## src/rtl/sig_proc_pkg.sv

```systemverilog
// Shared definitions for the signal-processing chain: default sample width
// and the level detector state encoding.
package sig_proc_pkg;

  localparam int unsigned SP_DATA_W = 8;

  typedef enum logic [1:0] {
    S_LOW    = 2'd0,
    S_ARM_HI = 2'd1,
    S_HIGH   = 2'd2,
    S_ARM_LO = 2'd3
  } state_e;

endpackage

```

## src/rtl/consec_counter.sv

```systemverilog
// Counts consecutive qualifying samples; done flags that the sample being
// counted now is the CONFIRM_N-th one. Shared by both arm states.
module consec_counter #(
  parameter int unsigned CONFIRM_N = 3
) (
  input  logic Clk,
  input  logic reset_n,
  input  logic inc,
  input  logic clr,
  output logic done
);

  localparam int unsigned W = $clog2(CONFIRM_N + 1);
  localparam logic [W-1:0] LAST = W'(CONFIRM_N - 1);

  logic [W-1:0] cnt_q, cnt_d;

  always_comb begin
    cnt_d = cnt_q;
    if (clr) begin
      cnt_d = '0;
    end else if (inc) begin
      cnt_d = cnt_q + 1'b1;
    end
  end

  always_ff @(posedge Clk or negedge reset_n) begin
    if (!reset_n) begin
      cnt_q <= '0;
    end else begin
      cnt_q <= cnt_d;
    end
  end

  assign done = (cnt_q == LAST);

endmodule

```

## src/rtl/level_event_detector.sv

```systemverilog
// Hysteresis comparator with N-sample debounce on the filtered sample stream;
// emits rise/fall pulses, debounced level, episode peak and event count.
module level_event_detector
  import sig_proc_pkg::*;
#(
  parameter int unsigned DATA_W    = SP_DATA_W,
  parameter int unsigned CONFIRM_N = 3,
  parameter int unsigned CNT_W     = 16
) (
  input  logic              Clk,
  input  logic              reset_n,
  input  logic [DATA_W-1:0] Datain,
  input  logic              Enable,
  input  logic [DATA_W-1:0] Th_high,
  input  logic [DATA_W-1:0] Th_low,
  input  logic              Clear,
  output logic              Level,
  output logic              Rise,
  output logic              Fall,
  output logic [DATA_W-1:0] Peak,
  output logic              Peak_valid,
  output logic [CNT_W-1:0]  Event_count,
  output logic              Cfg_err
);

  state_e            state_q, state_d;
  logic [DATA_W-1:0] trk_q, trk_d;
  logic [DATA_W-1:0] peak_q, peak_d;
  logic [CNT_W-1:0]  ev_q, ev_d;
  logic              level_q, level_d;
  logic              rise_q, rise_d;
  logic              fall_q, fall_d;
  logic              pv_q, pv_d;
  logic              cfg_err_q, cfg_err_d;

  logic              cnt_inc, cnt_clr, cnt_done;
  logic              above, below;
  logic [DATA_W-1:0] trk_max;

  consec_counter #(
    .CONFIRM_N(CONFIRM_N)
  ) u_cnt (
    .Clk    (Clk),
    .reset_n(reset_n),
    .inc    (cnt_inc),
    .clr    (cnt_clr),
    .done   (cnt_done)
  );

  assign above   = (Datain > Th_high);
  assign below   = (Datain < Th_low);
  assign trk_max = (Datain > trk_q) ? Datain : trk_q;

  always_comb begin
    state_d   = state_q;
    trk_d     = trk_q;
    peak_d    = peak_q;
    ev_d      = ev_q;
    rise_d    = 1'b0;
    fall_d    = 1'b0;
    pv_d      = 1'b0;
    cnt_inc   = 1'b0;
    cnt_clr   = 1'b0;
    cfg_err_d = (Th_low >= Th_high);

    if (Clear) begin
      state_d = S_LOW;
      cnt_clr = 1'b1;
      trk_d   = '0;
      peak_d  = '0;
      ev_d    = '0;
    end else if (cfg_err_q) begin
      state_d = S_LOW;
      cnt_clr = 1'b1;
    end else if (Enable) begin
      // Counter reads 0 on entry to each arm run, so cnt_done alone decides
      // whether this sample completes the run (covers CONFIRM_N==1 too).
      unique case (state_q)
        S_LOW: begin
          if (above) begin
            trk_d = Datain;
            if (cnt_done) begin
              state_d = S_HIGH;
              cnt_clr = 1'b1;
              rise_d  = 1'b1;
            end else begin
              state_d = S_ARM_HI;
              cnt_inc = 1'b1;
            end
          end
        end
        S_ARM_HI: begin
          if (above) begin
            trk_d = trk_max;
            if (cnt_done) begin
              state_d = S_HIGH;
              cnt_clr = 1'b1;
              rise_d  = 1'b1;
            end else begin
              cnt_inc = 1'b1;
            end
          end else begin
            state_d = S_LOW;
            cnt_clr = 1'b1;
          end
        end
        S_HIGH, S_ARM_LO: begin
          trk_d = trk_max;
          if (below) begin
            if (cnt_done) begin
              state_d = S_LOW;
              cnt_clr = 1'b1;
              fall_d  = 1'b1;
              pv_d    = 1'b1;
              peak_d  = trk_max;
            end else begin
              state_d = S_ARM_LO;
              cnt_inc = 1'b1;
            end
          end else begin
            state_d = S_HIGH;
            cnt_clr = 1'b1;
          end
        end
        default: begin
          state_d = S_LOW;
          cnt_clr = 1'b1;
        end
      endcase

      if (rise_d && (ev_q != '1)) begin
        ev_d = ev_q + 1'b1;
      end
    end

    level_d = (state_d == S_HIGH) || (state_d == S_ARM_LO);
  end

  always_ff @(posedge Clk or negedge reset_n) begin
    if (!reset_n) begin
      state_q   <= S_LOW;
      trk_q     <= '0;
      peak_q    <= '0;
      ev_q      <= '0;
      level_q   <= 1'b0;
      rise_q    <= 1'b0;
      fall_q    <= 1'b0;
      pv_q      <= 1'b0;
      cfg_err_q <= 1'b0;
    end else begin
      state_q   <= state_d;
      trk_q     <= trk_d;
      peak_q    <= peak_d;
      ev_q      <= ev_d;
      level_q   <= level_d;
      rise_q    <= rise_d;
      fall_q    <= fall_d;
      pv_q      <= pv_d;
      cfg_err_q <= cfg_err_d;
    end
  end

  assign Level       = level_q;
  assign Rise        = rise_q;
  assign Fall        = fall_q;
  assign Peak        = peak_q;
  assign Peak_valid  = pv_q;
  assign Event_count = ev_q;
  assign Cfg_err     = cfg_err_q;

endmodule

```

## config.mk

```make
export PLATFORM = sky130hd
export DESIGN_NAME = level_event_detector
export DESIGN_NICKNAME = d
export VERILOG_FILES = /design/src/rtl/sig_proc_pkg.sv /design/src/rtl/consec_counter.sv /design/src/rtl/level_event_detector.sv
export SDC_FILE = /design/constraint.sdc
export NUM_CORES = 1
export LEC_CHECK = 0
export BUFFER_PORTS_ARGS = -buffer_cell sky130_fd_sc_hd__buf_4
export CAP_MARGIN = 20
export CORE_MARGIN = 2
export CORE_UTILIZATION = 57
export CTS_BUF_LIST = sky130_fd_sc_hd__clkbuf_4
export CTS_CLUSTER_SIZE = 12
export DETAILED_ROUTE_END_ITERATION = 6
export GPL_TIMING_DRIVEN = 0
export HOLD_SLACK_MARGIN = 0.15
export PLACE_DENSITY = 0.8
export REMOVE_ABC_BUFFERS = 1
export SLEW_MARGIN = 20
export SYNTH_ARGS = -nofsm -noshare
export SYNTH_HDL_FRONTEND = slang
export SYNTH_SLANG_ARGS = --single-unit
```

## constraint.sdc

```tcl
create_clock -name Clk -period 3.1 [get_ports Clk]
set_input_delay 0.31 -clock Clk [delete_from_list [all_inputs] [get_ports Clk]]
set_output_delay 0.31 -clock Clk [all_outputs]
set_load 0.1 [all_outputs]
```

* After elaboration in Yosys (flattened, before gate mapping)
Cells that the tools add are included.
Cells by class: order comparisons 4, eq/ne operators 10, $add $sub $neg 2, mux-type cells 56, bitwise gates (word level) 0, multiply operators 0, shifts and indexed selects 0, divide/modulo/power cells 0, reductions and logical operators 14
Operator list (count):
- 8-bit 2-to-1 mux | 12
- 16-bit 2-to-1 mux | 4
- 1-bit 2-to-1 mux | 25
- 8-bit one-hot mux with 3 select lines | 1
- 2-bit 2-to-1 mux | 11
- 16-bit by 1-bit adder with 16-bit output (second input constant) | 1
- 8-bit greater-than comparator | 2
- 16-bit inequality test (second input constant) | 1
- 2-bit nonzero test | 6
- 2-bit == test (second input constant) | 5
- 8-bit greater-or-equal comparator | 1
- 8-bit < comparator | 1
- 3-bit inequality test (second input constant) | 2
- 2-bit one-hot mux with 3 select lines | 1
- 5-bit AND reduction | 1
- 4-bit AND reduction | 1
- 2-bit OR reduction | 2
- 1-bit one-hot mux with 3 select lines | 1
- 3-bit AND reduction | 1
- 2-bit by 1-bit adder with 2-bit output (second input constant) | 1
- 2-bit by 1-bit == test with 1-bit output (second input constant) | 1
- 2-bit zero test | 1
- 2-bit inequality test (second input constant) | 1
- 1-bit one-hot mux with 2 select lines | 1
- 2 further kinds | 2
Word-level totals: logic and storage cells 95, bits in read-only memories 0, memories kept 0, bits of input ports 28, register bits after elaboration 40, RAM bits 0, latch bits 0, output and inout port bits 29

* Logic depth before layout (Yosys ltp)
depth after elaboration 12, depth in mapped cells 10

* Cells and area by module
Synthesis repeated with hierarchy kept, for this count alone.
Unflattened totals: cells, all modules 291, area, all modules 2796.4 um^2
Modules (own cells, without submodules):
- level_event_detector | cells each 282, instances 1, area an instance 2696.3 um^2, sequential area each 950.9 um^2
- consec_counter | cells each 9, instances 1, area an instance 100.1 um^2, sequential area each 50.0 um^2

* Least setup slack after synthesis
No wires, ideal clock.
path type register -> register, start register ev_q[4], in the netlist Event_count[4], end register ev_q[1], in the netlist Event_count[1], required time 2.968 ns, buffers on the path 2, arrival 2.750 ns, stages on the path, launching flop included 9, period minus slack after synthesis 2.882 ns, setup slack 0.218 ns, library setup time 0.132 ns, path through dfrtp_1 > and4_4 > nand4_4 > or4_4 > o2111ai_4 > buf_6 > buf_6 > mux2i_1 > nor2_1
Between the ends: longest elaborated chain between the ends 4
Ends and longest elaborated chain:
- start, declared | line level_event_detector.sv:29 | logic [CNT_W-1:0] ev_q, ev_d;
- start signal, assigned | line level_event_detector.sv:154 | ev_q <= ev_d;
- 16-bit inequality test | line level_event_detector.sv:131 | if (rise_d && (ev_q != '1)) begin
- 1-bit logical AND | line level_event_detector.sv:131
- 2-bit nonzero test (no source line)
- 3-bit AND reduction (no source line)
No other way between the ends. A chain may end at the register's enable or synchronous reset.

* Final worst setup path
start register trk_q[1], end register trk_q[1]
Between the ends: longest elaborated chain between the ends 7
Ends and longest elaborated chain:
- start, declared | line level_event_detector.sv:27 | logic [DATA_W-1:0] trk_q, trk_d;
- start signal, assigned | line level_event_detector.sv:152 | trk_q <= trk_d;
- 8-bit greater-than comparator | line level_event_detector.sv:52 | assign trk_max = (Datain > trk_q) ? Datain : trk_q;
- 8-bit 2-to-1 mux * | line level_event_detector.sv:52
- 8-bit 2-to-1 mux | line level_event_detector.sv:93 | if (above) begin
- 8-bit one-hot mux with 3 select lines * | line level_event_detector.sv:78 | unique case (state_q)
- 8-bit 2-to-1 mux * | line level_event_detector.sv:75 | end else if (Enable) begin
- 8-bit 2-to-1 mux * | line level_event_detector.sv:72 | end else if (cfg_err_q) begin
- 8-bit 2-to-1 mux * | line level_event_detector.sv:66 | if (Clear) begin
Mark *: on every way between the ends. The rest lies on a longest branch, timed or not. The select of a mux whose other input is x is not followed.

==> results.md <==
- The worst setup timing slack at the placement stage is 327 ps.
- The largest fanout of any net on the critical path is 9.
- Clock-pin slew was measured on the worst setup and hold paths at 110 ps.
- The width of the chip is 74.5 µm.
- Routability-driven placement finished with a final weighted congestion of 0.831.
- The proportion of register bits with asynchronous set or reset after synthesis is 100%.
- For the worst setup path, the data arrival time is 2900 ps.
- Once detail routing completed, the nets flagged for antenna violations numbered 0.
- The number of DRC violations after detailed routing is 0.
- Combinational logic is responsible for 20.8% of the overall power.
- In the final layout, the share of cells above drive strength 1 is 20.5%.
- Subtracting the final worst setup slack from the clock period gives 2630 ps.
- In the final timing run, aggregate negative setup slack is 0 ps.
- The master of the slowest instance on the critical path is sky130_fd_sc_hd__a2111oi_4.
- The sequential group share of total power is 48.2%.
- The number of sinks handled by clock tree synthesis is 40.
- Sorting the synthesized cells by area gives the leading types as sky130_fd_sc_hd__dfrtp_1 35%, sky130_fd_sc_hd__ha_1 15%, sky130_fd_sc_hd__mux2i_1 6.0%, sky130_fd_sc_hd__inv_1 4.1%, sky130_fd_sc_hd__nand2b_1 4.0%.
- Dividing the detail-routed wire length by the instance count gives 14.0 µm.
- The number of top-level design ports is 57.
- Counting flops and latches in the post-synthesis netlist gives 40.
- The maximum single-stage delay on the critical path is 860 ps.
- The number of max-cap violations is 0.
- The final critical-path share of the clock period is 84.8%.
- The cell count after placement is 414.
- The cell accounting for the most synthesized area is sky130_fd_sc_hd__dfrtp_1.
- In this run switching power makes up 28.3% of total power.
- The area fraction in compound gates after synthesis is 15.5%.
- The number of rows created at floorplan is 25.
- The number of synthesized flops with an enable pin is 0.
- At the end of the flow the core is filled with cells to 71.0%.
- Setup repair after global routing left no endpoint under its margin.
- In this run, post-CTS repair resized a total of 0 instances.
- The headroom to the max-slew limit is 40.9%.
- The kind of end point of the critical path is a flip-flop.
- The required arrival time at the worst endpoint is 3370 ps.
- The mapped netlist covers 2840 µm².
- The initial antenna violation count is 0.
- Between clock sinks in the finished design, the worst skew comes to 7.63 ps.
- The number of hold-repair buffers added at the cts stage is 1.
- The total overflow left after global routing is 0.
- In the global route stage, overall resource usage came out at 23.4%.
- Dividing the detail-routed via count by the number of cells gives 5.61.
- The commonest cells after synthesis are 40 x sky130_fd_sc_hd__dfrtp_1, 33 x sky130_fd_sc_hd__ha_1, 31 x sky130_fd_sc_hd__inv_1.
- The largest voltage drop on the vdd net is 0.192 mV.
- The first global-routing pass estimated 9.87 mm of wire.
- The die footprint is 5560 µm².
- The pin count of the biggest net entering global routing is 49.
- The category of the critical setup timing path is flip-flop to flip-flop.
- The core region area is 4750 µm².
- In this run the power spent charging and discharging nets is 0.320 mW.
- 0 antenna diodes ended up in the layout.
- For this configuration, the core starts out at a cell density of 59.7%.
- Among all flip-flop cells after synthesis, the most frequent one is sky130_fd_sc_hd__dfrtp_1.
- The number of buffers created by CTS is 5.
- The number of hold-slack violations in the final timing report is 0.
- The final setup slack of the worst path is 472 ps.
- Per report_power, the clock group accounts for 31.0% of the total.
- The clock latency of the later-clocked register in the worst-skew pair is 350 ps.
- The parity-gate share of the synthesized area counting xor and xnor cells is 0.309%.
- The number of violations reported at the end of detailed-routing iteration 0 is 170.
- The portion of the post-synthesis area used by sequential elements is 35.3%.
- The count of buffers added on input and output ports is 56.
- The final layout contains routed wiring with a total length of 5.92 mm.
- The first detailed-routing pass ran for 4 iterations.
- The finished layout cell area is 3380 µm².
- The power density over cell area is 335 nW/µm².
- Counting instances, the worst hold path has a depth of 3.
- The type of the worst min-delay path is input pin to flip-flop.
- At the pin with the least slew margin, the transition time is 880 ps.
- The number of max-slew violations in the final report is 0.
- Setup violations remaining at the end of the flow were counted as 0.
- The worst hold slack across all endpoints is 241 ps.
- The area fraction of the dominant cell type after synthesis is 35.3%.
- STA classifies the critical path startpoint as a flip-flop.
- After synthesis, the largest family of logic cells by area is simple AND/OR/NAND/NOR gates.
- The number of global-route vias before repair came to 2,178.
- The area growth from synthesis to layout is 19.0%.
- The flow ran to the end, and the final reports show no timing, DRC or antenna violations.
- The share of synthesized area spent on multiplexers is 7.59%.
- The count of nets after finishing is 416.
- The peak clock frequency supported by timing is 0.381 GHz.
- Summed over all nets, the half-perimeter wirelength after detailed placement is 4.47 mm.
- Summing the areas of all and, or, nand and nor instances in the mapped netlist gives 20.5% of the synthesized area.
- Traced cell by cell, the critical path runs through inv_1 > ha_1 > nor2b_1 > o211ai_1 > a21oi_1 > o22ai_2 > a2111oi_4 > mux2i_1.
- The cell count after synthesis is 301.
- The final route contains 2,373 vias.
- The count of unique library cells instantiated by Yosys is 42.
- The adder and majority cell fraction of the synthesized area is 14.6%.
- The placed standard-cell area is 3290 µm².
- The total setup buffers inserted after CTS is 0.
- The maximum buffer depth of the clock tree is 2.
- CTS built an H-tree with a depth of 2.
- CTS placed an instance of sky130_fd_sc_hd__clkbuf_4 at the clock tree root.
- TritonCTS built the clock tree.
- The internal portion of the total power is 0.810 mW.
- The static leakage is 1.57 nW.
- In this run the vertical extent of the chip is 74.5 µm.
- The dominant cell by count in the synthesized netlist is sky130_fd_sc_hd__dfrtp_1.
- The number of warning messages in the yosys log is 0.
- The post-synthesis area per instance is 9.42 µm².
- For this run, the number of standard cells in the final layout without fillers is 423.
- The total design power is 1.13 mW.
- Measured in cells, the most critical reg-to-reg path has a length of 8.
## layout by cell type, fill, tap and decap left out, drive strengths merged, types with 8 or more instances in the layout
cell type	netlist	layout
a21oi	22	22
a211oi	8	8
nand2	12	12
dfrtp	40	40
nor2	21	21
inv	31	31
mux2i	17	17
o21ai	15	15
nand4	9	9
ha	33	33
buf	5	56
nor2b	8	8
nand2b	18	18
## power by group through the flow
stage                     Clock, mW  Sequential (mW)  Combinational [mW]
after floorplan                   0            0.566               0.132
after global placement            0            0.554               0.225
after detailed placement          0            0.555               0.234
after CTS                     0.359            0.545               0.237
after global routing          0.382            0.546               0.265
final                         0.351            0.544               0.235
## area by class of cell
type	count	area (µm²)
flip-flops and latches	40	1000
clock inverters	2	35.0
repair buffers	57	430
fillers	418	1380
well taps	67	83.8
inverters	31	116
clock buffers	6	45.0
multi-input cells	220	1660
## cells by family after synthesis
logic type               count (synthesis)
XOR/XNOR                                 1
AND/OR/NAND/NOR                        101
buffers and inverters                   41
multiplexers                            21
flip-flops                              40
AO/OA/AOI/OAI                           64
adder cells (fa/ha/maj)                 33
## worst max-delay path: cells and delay by family (launching register included)
family	cells	cell delay [ps]
buffers and inverters	1	50
adders and majority gates	1	280
DFF	1	380
AOI/OAI and AO/OA	4	1430
muxes	1	260
and+or+nand+nor	1	150
## state kept, by name (all words and copies together), names as in the netlist
register / count
Cfg_err: 1
state_q: 2
Event_count: 16
Peak_valid: 1
trk_q: 8
u_cnt.cnt_q: 2
Peak: 8
Rise: 1
Level: 1
## final timing paths
check,startpoint,slack (ps),to
max reg2reg,trk_q[1]$_DFFE_PN0P_,470,trk_q[1]$_DFFE_PN0P_
max,trk_q[1]$_DFFE_PN0P_,470,trk_q[1]$_DFFE_PN0P_
min reg2reg,u_cnt.cnt_q[1]$_DFFE_PN0P_,510,u_cnt.cnt_q[1]$_DFFE_PN0P_
min in group asynchronous,reset_n,460,Peak[2]$_DFFE_PN0P_
max in group asynchronous,reset_n,2290,u_cnt.cnt_q[0]$_DFFE_PN0P_
min,Datain[0],240,trk_q[0]$_DFFE_PN0P_
## routing by layer
| metal | track usage, % | vias to the layer above | share of wire, % |
|---|---|---|---|
| met5 | 0 | - | 0 |
| met4 | 9.33 | 0 | 2.2 |
| met3 | 4.88 | 13 | 3.5 |
| met2 | 38.0 | 55 | 47 |
| met1 | 30.5 | 1102 | 47 |
| li1 | - | 1203 | - |
Power figures use the tool's default switching activity.
